### src/rtl/decode_stage_hz_if.sv
// Bus between IF/ID, WB and the decode stage: WB write port, IF/ID inputs, ID/EX register outputs.
interface decode_stage_hz_if #(
    parameter int unsigned DATA_W = 32,
    parameter int unsigned REG_AW = 5,
    parameter int unsigned CNT_W  = 16
);
    logic                wb_reg_write;
    logic [REG_AW-1:0]   wb_write_reg_location;
    logic [DATA_W-1:0]   mem_wb_write_data;
    logic [31:0]         if_id_instr;
    logic [DATA_W-1:0]   if_id_npc;
    logic                if_id_valid;
    logic                ex_flush;

    logic                pc_write;
    logic                if_id_write;
    logic                id_ex_valid;
    logic [1:0]          id_ex_wb;
    logic [2:0]          id_ex_mem;
    logic [3:0]          id_ex_execute;
    logic [DATA_W-1:0]   id_ex_npc;
    logic [DATA_W-1:0]   id_ex_readdat1;
    logic [DATA_W-1:0]   id_ex_readdat2;
    logic [DATA_W-1:0]   id_ex_sign_ext;
    logic [REG_AW-1:0]   id_ex_instr_bits_25_21;
    logic [REG_AW-1:0]   id_ex_instr_bits_20_16;
    logic [REG_AW-1:0]   id_ex_instr_bits_15_11;
    logic [5:0]          id_ex_funct;
    logic [CNT_W-1:0]    stall_cycles;

    modport master (
        output wb_reg_write, wb_write_reg_location, mem_wb_write_data,
               if_id_instr, if_id_npc, if_id_valid, ex_flush,
        input  pc_write, if_id_write, id_ex_valid, id_ex_wb, id_ex_mem, id_ex_execute,
               id_ex_npc, id_ex_readdat1, id_ex_readdat2, id_ex_sign_ext,
               id_ex_instr_bits_25_21, id_ex_instr_bits_20_16, id_ex_instr_bits_15_11,
               id_ex_funct, stall_cycles
    );

    modport slave (
        input  wb_reg_write, wb_write_reg_location, mem_wb_write_data,
               if_id_instr, if_id_npc, if_id_valid, ex_flush,
        output pc_write, if_id_write, id_ex_valid, id_ex_wb, id_ex_mem, id_ex_execute,
               id_ex_npc, id_ex_readdat1, id_ex_readdat2, id_ex_sign_ext,
               id_ex_instr_bits_25_21, id_ex_instr_bits_20_16, id_ex_instr_bits_15_11,
               id_ex_funct, stall_cycles
    );
endinterface

### src/rtl/decode_stage_hz.sv
// MIPS ID stage: register file, decode, sign extend, ID/EX register, load-use stall and flush bubbles.
module decode_stage_hz #(
    parameter int unsigned DATA_W   = 32,
    parameter int unsigned REG_AW   = 5,
    parameter int unsigned NUM_REGS = 32,
    parameter int unsigned CNT_W    = 16
) (
    input  logic             clk,
    input  logic             rst,
    decode_stage_hz_if.slave bus
);
    localparam int unsigned IMM_W = 16;

    logic [5:0]        opcode;
    logic [REG_AW-1:0] rs;
    logic [REG_AW-1:0] rt;
    logic [REG_AW-1:0] rd;
    logic [IMM_W-1:0]  imm;

    assign opcode = bus.if_id_instr[31:26];
    assign rs     = REG_AW'(bus.if_id_instr[25:21]);
    assign rt     = REG_AW'(bus.if_id_instr[20:16]);
    assign rd     = REG_AW'(bus.if_id_instr[15:11]);
    assign imm    = bus.if_id_instr[15:0];

    logic [1:0] wb_c;
    logic [2:0] mem_c;
    logic [3:0] ex_c;

    // Main control: unknown opcodes decode to a NOP
    always_comb begin
        wb_c  = '0;
        mem_c = '0;
        ex_c  = '0;
        case (opcode)
            6'h00: begin wb_c = 2'b10; mem_c = 3'b000; ex_c = 4'b1010; end
            6'h23: begin wb_c = 2'b11; mem_c = 3'b010; ex_c = 4'b0100; end
            6'h2B: begin wb_c = 2'b00; mem_c = 3'b001; ex_c = 4'b0100; end
            6'h04: begin wb_c = 2'b00; mem_c = 3'b100; ex_c = 4'b0001; end
            6'h08: begin wb_c = 2'b10; mem_c = 3'b000; ex_c = 4'b0100; end
            default: ;
        endcase
    end

    logic [DATA_W-1:0] sext_c;
    assign sext_c = {{(DATA_W-IMM_W){imm[IMM_W-1]}}, imm};

    logic [DATA_W-1:0] regs [NUM_REGS];
    logic              wr_en;

    assign wr_en = bus.wb_reg_write && (bus.wb_write_reg_location != '0)
                   && (32'(bus.wb_write_reg_location) < NUM_REGS);

    always_ff @(posedge clk or negedge rst) begin
        if (!rst) begin
            for (int unsigned i = 0; i < NUM_REGS; i++) regs[i] <= '0;
        end else if (wr_en) begin
            regs[bus.wb_write_reg_location] <= bus.mem_wb_write_data;
        end
    end

    logic [DATA_W-1:0] rd1_c;
    logic [DATA_W-1:0] rd2_c;

    // Reads bypass a same-cycle WB write so ID never sees stale data
    always_comb begin
        rd1_c = '0;
        rd2_c = '0;
        if (rs != '0 && 32'(rs) < NUM_REGS)
            rd1_c = (wr_en && bus.wb_write_reg_location == rs) ? bus.mem_wb_write_data : regs[rs];
        if (rt != '0 && 32'(rt) < NUM_REGS)
            rd2_c = (wr_en && bus.wb_write_reg_location == rt) ? bus.mem_wb_write_data : regs[rt];
    end

    logic              id_ex_valid_q;
    logic [1:0]        id_ex_wb_q;
    logic [2:0]        id_ex_mem_q;
    logic [3:0]        id_ex_ex_q;
    logic [DATA_W-1:0] id_ex_npc_q;
    logic [DATA_W-1:0] id_ex_rd1_q;
    logic [DATA_W-1:0] id_ex_rd2_q;
    logic [DATA_W-1:0] id_ex_sext_q;
    logic [REG_AW-1:0] id_ex_rs_q;
    logic [REG_AW-1:0] id_ex_rt_q;
    logic [REG_AW-1:0] id_ex_rd_q;
    logic [5:0]        id_ex_funct_q;
    logic [CNT_W-1:0]  stall_cnt_q;

    logic hz_c;
    logic stall_c;

    // Load in EX whose destination is a source of the instruction in ID
    assign hz_c = id_ex_valid_q && id_ex_mem_q[1] && (id_ex_rt_q != '0) && bus.if_id_valid
                  && ((id_ex_rt_q == rs) || (id_ex_rt_q == rt));
    assign stall_c = hz_c && !bus.ex_flush;

    always_ff @(posedge clk or negedge rst) begin
        if (!rst) begin
            id_ex_valid_q <= 1'b0;
            id_ex_wb_q    <= '0;
            id_ex_mem_q   <= '0;
            id_ex_ex_q    <= '0;
            id_ex_npc_q   <= '0;
            id_ex_rd1_q   <= '0;
            id_ex_rd2_q   <= '0;
            id_ex_sext_q  <= '0;
            id_ex_rs_q    <= '0;
            id_ex_rt_q    <= '0;
            id_ex_rd_q    <= '0;
            id_ex_funct_q <= '0;
        end else begin
            id_ex_npc_q   <= bus.if_id_npc;
            id_ex_rd1_q   <= rd1_c;
            id_ex_rd2_q   <= rd2_c;
            id_ex_sext_q  <= sext_c;
            id_ex_rs_q    <= rs;
            id_ex_rt_q    <= rt;
            id_ex_rd_q    <= rd;
            id_ex_funct_q <= bus.if_id_instr[5:0];
            if (bus.ex_flush || stall_c) begin
                id_ex_valid_q <= 1'b0;
                id_ex_wb_q    <= '0;
                id_ex_mem_q   <= '0;
                id_ex_ex_q    <= '0;
            end else begin
                id_ex_valid_q <= bus.if_id_valid;
                id_ex_wb_q    <= bus.if_id_valid ? wb_c  : '0;
                id_ex_mem_q   <= bus.if_id_valid ? mem_c : '0;
                id_ex_ex_q    <= bus.if_id_valid ? ex_c  : '0;
            end
        end
    end

    always_ff @(posedge clk or negedge rst) begin
        if (!rst)
            stall_cnt_q <= '0;
        else if (stall_c && stall_cnt_q != '1)
            stall_cnt_q <= stall_cnt_q + CNT_W'(1);
    end

    assign bus.pc_write               = !stall_c;
    assign bus.if_id_write            = !stall_c;
    assign bus.id_ex_valid            = id_ex_valid_q;
    assign bus.id_ex_wb               = id_ex_wb_q;
    assign bus.id_ex_mem              = id_ex_mem_q;
    assign bus.id_ex_execute          = id_ex_ex_q;
    assign bus.id_ex_npc              = id_ex_npc_q;
    assign bus.id_ex_readdat1         = id_ex_rd1_q;
    assign bus.id_ex_readdat2         = id_ex_rd2_q;
    assign bus.id_ex_sign_ext         = id_ex_sext_q;
    assign bus.id_ex_instr_bits_25_21 = id_ex_rs_q;
    assign bus.id_ex_instr_bits_20_16 = id_ex_rt_q;
    assign bus.id_ex_instr_bits_15_11 = id_ex_rd_q;
    assign bus.id_ex_funct            = id_ex_funct_q;
    assign bus.stall_cycles           = stall_cnt_q;
endmodule

### src/flat_wrapper.sv
// flat-port wrapper written by rule: the top's interface ports become plain ports
module decode_stage_hz_flat 
#(
    parameter int unsigned DATA_W   = 32,
    parameter int unsigned REG_AW   = 5,
    parameter int unsigned NUM_REGS = 32,
    parameter int unsigned CNT_W    = 16
)
  (clk, rst, bus_wb_reg_write, bus_wb_write_reg_location, bus_mem_wb_write_data, bus_if_id_instr, bus_if_id_npc, bus_if_id_valid, bus_ex_flush, bus_pc_write, bus_if_id_write, bus_id_ex_valid, bus_id_ex_wb, bus_id_ex_mem, bus_id_ex_execute, bus_id_ex_npc, bus_id_ex_readdat1, bus_id_ex_readdat2, bus_id_ex_sign_ext, bus_id_ex_instr_bits_25_21, bus_id_ex_instr_bits_20_16, bus_id_ex_instr_bits_15_11, bus_id_ex_funct, bus_stall_cycles);
  decode_stage_hz_if #(.DATA_W(DATA_W), .REG_AW(REG_AW), .CNT_W(CNT_W)) bus_i ();
  input  logic clk;
  input  logic rst;
  input wire logic [$bits(bus_i.wb_reg_write)-1:0] bus_wb_reg_write;
  input wire logic [$bits(bus_i.wb_write_reg_location)-1:0] bus_wb_write_reg_location;
  input wire logic [$bits(bus_i.mem_wb_write_data)-1:0] bus_mem_wb_write_data;
  input wire logic [$bits(bus_i.if_id_instr)-1:0] bus_if_id_instr;
  input wire logic [$bits(bus_i.if_id_npc)-1:0] bus_if_id_npc;
  input wire logic [$bits(bus_i.if_id_valid)-1:0] bus_if_id_valid;
  input wire logic [$bits(bus_i.ex_flush)-1:0] bus_ex_flush;
  output wire logic [$bits(bus_i.pc_write)-1:0] bus_pc_write;
  output wire logic [$bits(bus_i.if_id_write)-1:0] bus_if_id_write;
  output wire logic [$bits(bus_i.id_ex_valid)-1:0] bus_id_ex_valid;
  output wire logic [$bits(bus_i.id_ex_wb)-1:0] bus_id_ex_wb;
  output wire logic [$bits(bus_i.id_ex_mem)-1:0] bus_id_ex_mem;
  output wire logic [$bits(bus_i.id_ex_execute)-1:0] bus_id_ex_execute;
  output wire logic [$bits(bus_i.id_ex_npc)-1:0] bus_id_ex_npc;
  output wire logic [$bits(bus_i.id_ex_readdat1)-1:0] bus_id_ex_readdat1;
  output wire logic [$bits(bus_i.id_ex_readdat2)-1:0] bus_id_ex_readdat2;
  output wire logic [$bits(bus_i.id_ex_sign_ext)-1:0] bus_id_ex_sign_ext;
  output wire logic [$bits(bus_i.id_ex_instr_bits_25_21)-1:0] bus_id_ex_instr_bits_25_21;
  output wire logic [$bits(bus_i.id_ex_instr_bits_20_16)-1:0] bus_id_ex_instr_bits_20_16;
  output wire logic [$bits(bus_i.id_ex_instr_bits_15_11)-1:0] bus_id_ex_instr_bits_15_11;
  output wire logic [$bits(bus_i.id_ex_funct)-1:0] bus_id_ex_funct;
  output wire logic [$bits(bus_i.stall_cycles)-1:0] bus_stall_cycles;
  assign bus_i.wb_reg_write = bus_wb_reg_write;
  assign bus_i.wb_write_reg_location = bus_wb_write_reg_location;
  assign bus_i.mem_wb_write_data = bus_mem_wb_write_data;
  assign bus_i.if_id_instr = bus_if_id_instr;
  assign bus_i.if_id_npc = bus_if_id_npc;
  assign bus_i.if_id_valid = bus_if_id_valid;
  assign bus_i.ex_flush = bus_ex_flush;
  assign bus_pc_write = bus_i.pc_write;
  assign bus_if_id_write = bus_i.if_id_write;
  assign bus_id_ex_valid = bus_i.id_ex_valid;
  assign bus_id_ex_wb = bus_i.id_ex_wb;
  assign bus_id_ex_mem = bus_i.id_ex_mem;
  assign bus_id_ex_execute = bus_i.id_ex_execute;
  assign bus_id_ex_npc = bus_i.id_ex_npc;
  assign bus_id_ex_readdat1 = bus_i.id_ex_readdat1;
  assign bus_id_ex_readdat2 = bus_i.id_ex_readdat2;
  assign bus_id_ex_sign_ext = bus_i.id_ex_sign_ext;
  assign bus_id_ex_instr_bits_25_21 = bus_i.id_ex_instr_bits_25_21;
  assign bus_id_ex_instr_bits_20_16 = bus_i.id_ex_instr_bits_20_16;
  assign bus_id_ex_instr_bits_15_11 = bus_i.id_ex_instr_bits_15_11;
  assign bus_id_ex_funct = bus_i.id_ex_funct;
  assign bus_stall_cycles = bus_i.stall_cycles;
  decode_stage_hz #(.DATA_W(DATA_W), .REG_AW(REG_AW), .NUM_REGS(NUM_REGS), .CNT_W(CNT_W)) u_core (.clk(clk), .rst(rst), .bus(bus_i));
endmodule
### config.mk
export PLATFORM = sky130hd
export DESIGN_NAME = decode_stage_hz_flat
export DESIGN_NICKNAME = d
export VERILOG_FILES = /design/src/rtl/decode_stage_hz_if.sv /design/src/rtl/decode_stage_hz.sv /design/src/flat_wrapper.sv
export SDC_FILE = /design/constraint.sdc
export NUM_CORES = 2
export LEC_CHECK = 0
export BUFFER_PORTS_ARGS = -buffer_cell sky130_fd_sc_hd__buf_2
export CORE_MARGIN = 5
export CORE_UTILIZATION = 61
export DETAILED_ROUTE_END_ITERATION = 10
export PLACE_DENSITY = 0.79
export SYNTH_ARGS = -nofsm -noshare
export SYNTH_HDL_FRONTEND = slang
export SYNTH_SLANG_ARGS = --single-unit
### constraint.sdc
create_clock -name clk -period 4.15 [get_ports clk]
set_input_delay 1.245 -clock clk [delete_from_list [all_inputs] [get_ports clk]]
set_output_delay 1.245 -clock clk [all_outputs]
set_load 0.02 [all_outputs]
==> results.txt <==
vias in the first global route: 40,700
CP arrival: 2.83 ns
Synth Area per Inst: 14.6 um2
Tcrit/Tclk final: 0.983
Cells on Worst Hold Path: 0
Leak: 29.8 nW
number of hold buffers added after CTS: 0
Initial Util: 0.614
Final setup viols: 0
clock skew: 0.0148 ns
busiest grt layer: met2
Mapped Cells: 4,073
Resize count post-CTS: 0
Critical Path End Type: primary output
Die H: 322 um
Hold Path Class: register to register
Ports: 283
outcome: completed
NumNets Final: 4,284
Worst path slowest cell: a22oi_1
crit path max fanout: 3
pwr/cell area: 486 nW/um2
fin area: 66,300 um2
Rel. slew slack: 0.356
Clk pin slew, worst setup/hold paths: 0.06 ns
Wirelength per Cell: 32.3 um
Total Power: 0.0322 W
worst r2r path cells: 6
syn nets: 4,180
Vias: 39,800
1st-pass router iterations: 8
Post-CTS Setup Inserts: 0
global route overflow: 0
maxcap violations: 0
EDFF count, synth: 0
Post-Synth XOR/XNOR Area: 0.00517
clk root buf: clkbuf_16
setup TNS: 0 ns
leading area contributor after synthesis: dfrtp_1
Cell variety after synth: 56
worst skew pair latency: 0.70 ns
Fillers: 6,440
post-layout minimum cycle time: 4.08 ns
critical path required time: 2.90 ns
initial antenna violation count: 18
ys async rst share: 1.00
Std-Cell Rows: 114
largest delay contributor family on the critical path: compound AO/OA/AOI/OAI gates
Syn Std Cell Area: 59,300 um2
Port Buffers: 282
mux contribution to synthesized area: 0.390
Placer Congestion: 0.851
Synth-to-Final Area Change: 11.8%
drt initial violations: 4,750
critical path launch point type: primary input
Hold WS: 0.401 ns
simple-gate area share of the yosys netlist: 0.0209
CP Buf/Inv Count: 2
Multi-input gate area: 28,000 um2
register area share after synthesis: 0.494
synth top area cells: dfrtp_1 (49%), mux2_2 (20%), mux4_2 (14%)
RSZ-0062 raised after global routing: false
global-route wire length before repair: 268,000 um
Register Area: 29,300 um2
largest net degree at the start of global routing: 119
final slew viol count: 0
layout cells sized above 1: 0.498
R2R Path End: u_core.bus.id_ex_mem[2]
most frequent cell after synthesis: dfrtp_1
Hold EP: u_core.regs[1000]
Yosys warnings: 0
number of CTS-inserted buffers: 119
GR Util met3: 0.103
Worst-Margin Slew: 0.967 ns
critical hold path startpoint: u_core.regs[1000]
H-Tree Level Count: 3
Main synth FF type: dfrtp_1
Crit Reg-Reg Startpoint: u_core.bus.id_ex_instr_bits_20_16[0]
Die Wd: 322 um
clock buffer depth: 3
drt drc: 0
die area: 104,000 um2
Clock Sinks: 1,170
Final Hold Fails: 0
top-area cell type share of the netlist area: 0.494
maximum VDD drop: 0.000341 V
CP max stage delay: 0.49 ns
compound-cell area share of the yosys netlist: 0.0532
met1 Track Usage GR: 0.482
Peak Freq: 245 MHz
Reg2Reg Setup Slack: 1.65 ns
Antenna Violating Nets Remaining: 0
GRT Resource Usage Total: 0.345
Via-to-Cell Ratio: 7.16
worst setup path class: primary input to primary output
TritonCTS clock tree: yes
adder-cell area share of the yosys netlist: 0.000211
FF+latch count, synth: 1,170
Post-DP HPWL: 107,000 um
core area: 96,600 um2
met2 track demand over resource: 0.519
Post-DP Area: 62,200 um2
Total Wirelength: 179,000 um
Commonest cells post-synth: dfrtp_1 (1,170), mux2_2 (1,056), mux4_2 (370), mux2i_1 (287), clkbuf_1 (216)
critical path, cell by cell: buf_8 > xor2_1 > nor3_1 > a22oi_1 > or3_1 > buf_2
largest family of logic cells by synthesized area: multiplexers
[flip-flops by register name (all words and copies together) (netlist names)]
| register | count |
|---|---|
| u_core.bus.id_ex_valid | 1 |
| u_core.bus.id_ex_readdat1 | 32 |
| u_core.bus.id_ex_npc | 32 |
| u_core.bus.id_ex_execute | 3 |
| u_core.bus.id_ex_wb | 2 |
| u_core.bus.id_ex_instr_bits_25_21 | 5 |
| u_core.bus.stall_cycles | 16 |
| u_core.bus.id_ex_instr_bits_15_11 | 1 |
| u_core.bus.id_ex_readdat2 | 32 |
| u_core.bus.id_ex_instr_bits_20_16 | 5 |
| u_core.regs | 1024 |
| u_core.bus.id_ex_sign_ext | 15 |
| u_core.bus.id_ex_mem | 2 |
[stage by stage]
| stage | std cells | util | worst slack [ns] |
|---|---|---|---|
| final | 5553 | 0.687 | 0.0722 |
| after global routing | 5548 | 0.687 | 0.0525 |
| after CTS | 5545 | 0.686 | 0.123 |
| after detailed placement | 5332 | 0.644 | 0.127 |
| after global placement | 5332 | 0.644 | 0.105 |
| after floorplan | 4073 | - | 0.289 |
[cells in the final DEF, fill, tap and decap left out, types with 5 or more instances in the layout]
cell type,instances
a32o_1,25
a21oi_1,76
xnor2_1,20
buf_2,272
buf_12,42
clkinv_2,23
nand3_1,22
diode_2,8
dfrtp_1,1170
nand4_1,10
xor2_1,15
a22oi_1,52
o31ai_1,20
nand3b_1,6
nand2_1,125
a2111oi_0,20
clkbuf_16,121
mux2_2,1056
mux4_2,370
clkbuf_1,22
o22ai_1,56
o221ai_1,57
nor2_1,8
buf_4,138
nor2_4,13
clkbuf_8,33
nand2_2,16
bufinv_16,13
nor3_1,5
a221o_1,7
a22o_1,45
mux2i_1,287
a211oi_1,36
a221oi_1,20
[cells by family after synthesis]
| kind of cell | Yosys count |
|---|---|
| AO/OA/AOI/OAI | 421 |
| XOR/XNOR | 35 |
| adder cells (fa/ha/maj) | 1 |
| buffers and inverters | 477 |
| flip-flops | 1170 |
| multiplexers | 1714 |
| AND/OR/NAND/NOR | 255 |
[routing by layer]
| layer | vias to the layer above | share of wire |
|---|---|---|
| li1 | 15800 | - |
| met1 | 21100 | 0.39 |
| met2 | 2437 | 0.45 |
| met3 | 519 | 0.12 |
| met4 | 12 | 0.044 |
| met5 | - | 0.00038 |
[worst max path at each step]
stage,from,endpoint,cells after the start
after detailed placement,bus_if_id_instr[21],bus_if_id_write,6
after CTS,bus_if_id_instr[21],bus_if_id_write,6
after floorplan,bus_if_id_instr[16],bus_pc_write,7
after global placement,bus_if_id_instr[21],bus_if_id_write,6
final,bus_if_id_instr[21],bus_if_id_write,6
after global routing,bus_if_id_instr[21],bus_pc_write,6
[cell type report]
class / instances / area share
Sequential cell: 1170 / 0.442
Tap cell: 1276 / 0.0241
Timing Repair Buffer: 458 / 0.0500
Clock buffer: 175 / 0.0536
Multi-Input combinational cell: 2426 / 0.423
Inverter: 2 / 0.000113
Antenna cell: 8 / 0.000302
Clock inverter: 38 / 0.00787
[report_power, final]
part	switching (W)	leakage, nW	internal (W)
registers	0.00153	15.0	0.0134
logic	0.00258	12.8	0.00348
clock network	0.00451	2.03	0.00667
total	0.00863	29.8	0.0236
Note: power is estimated with default switching activity, not from simulation.
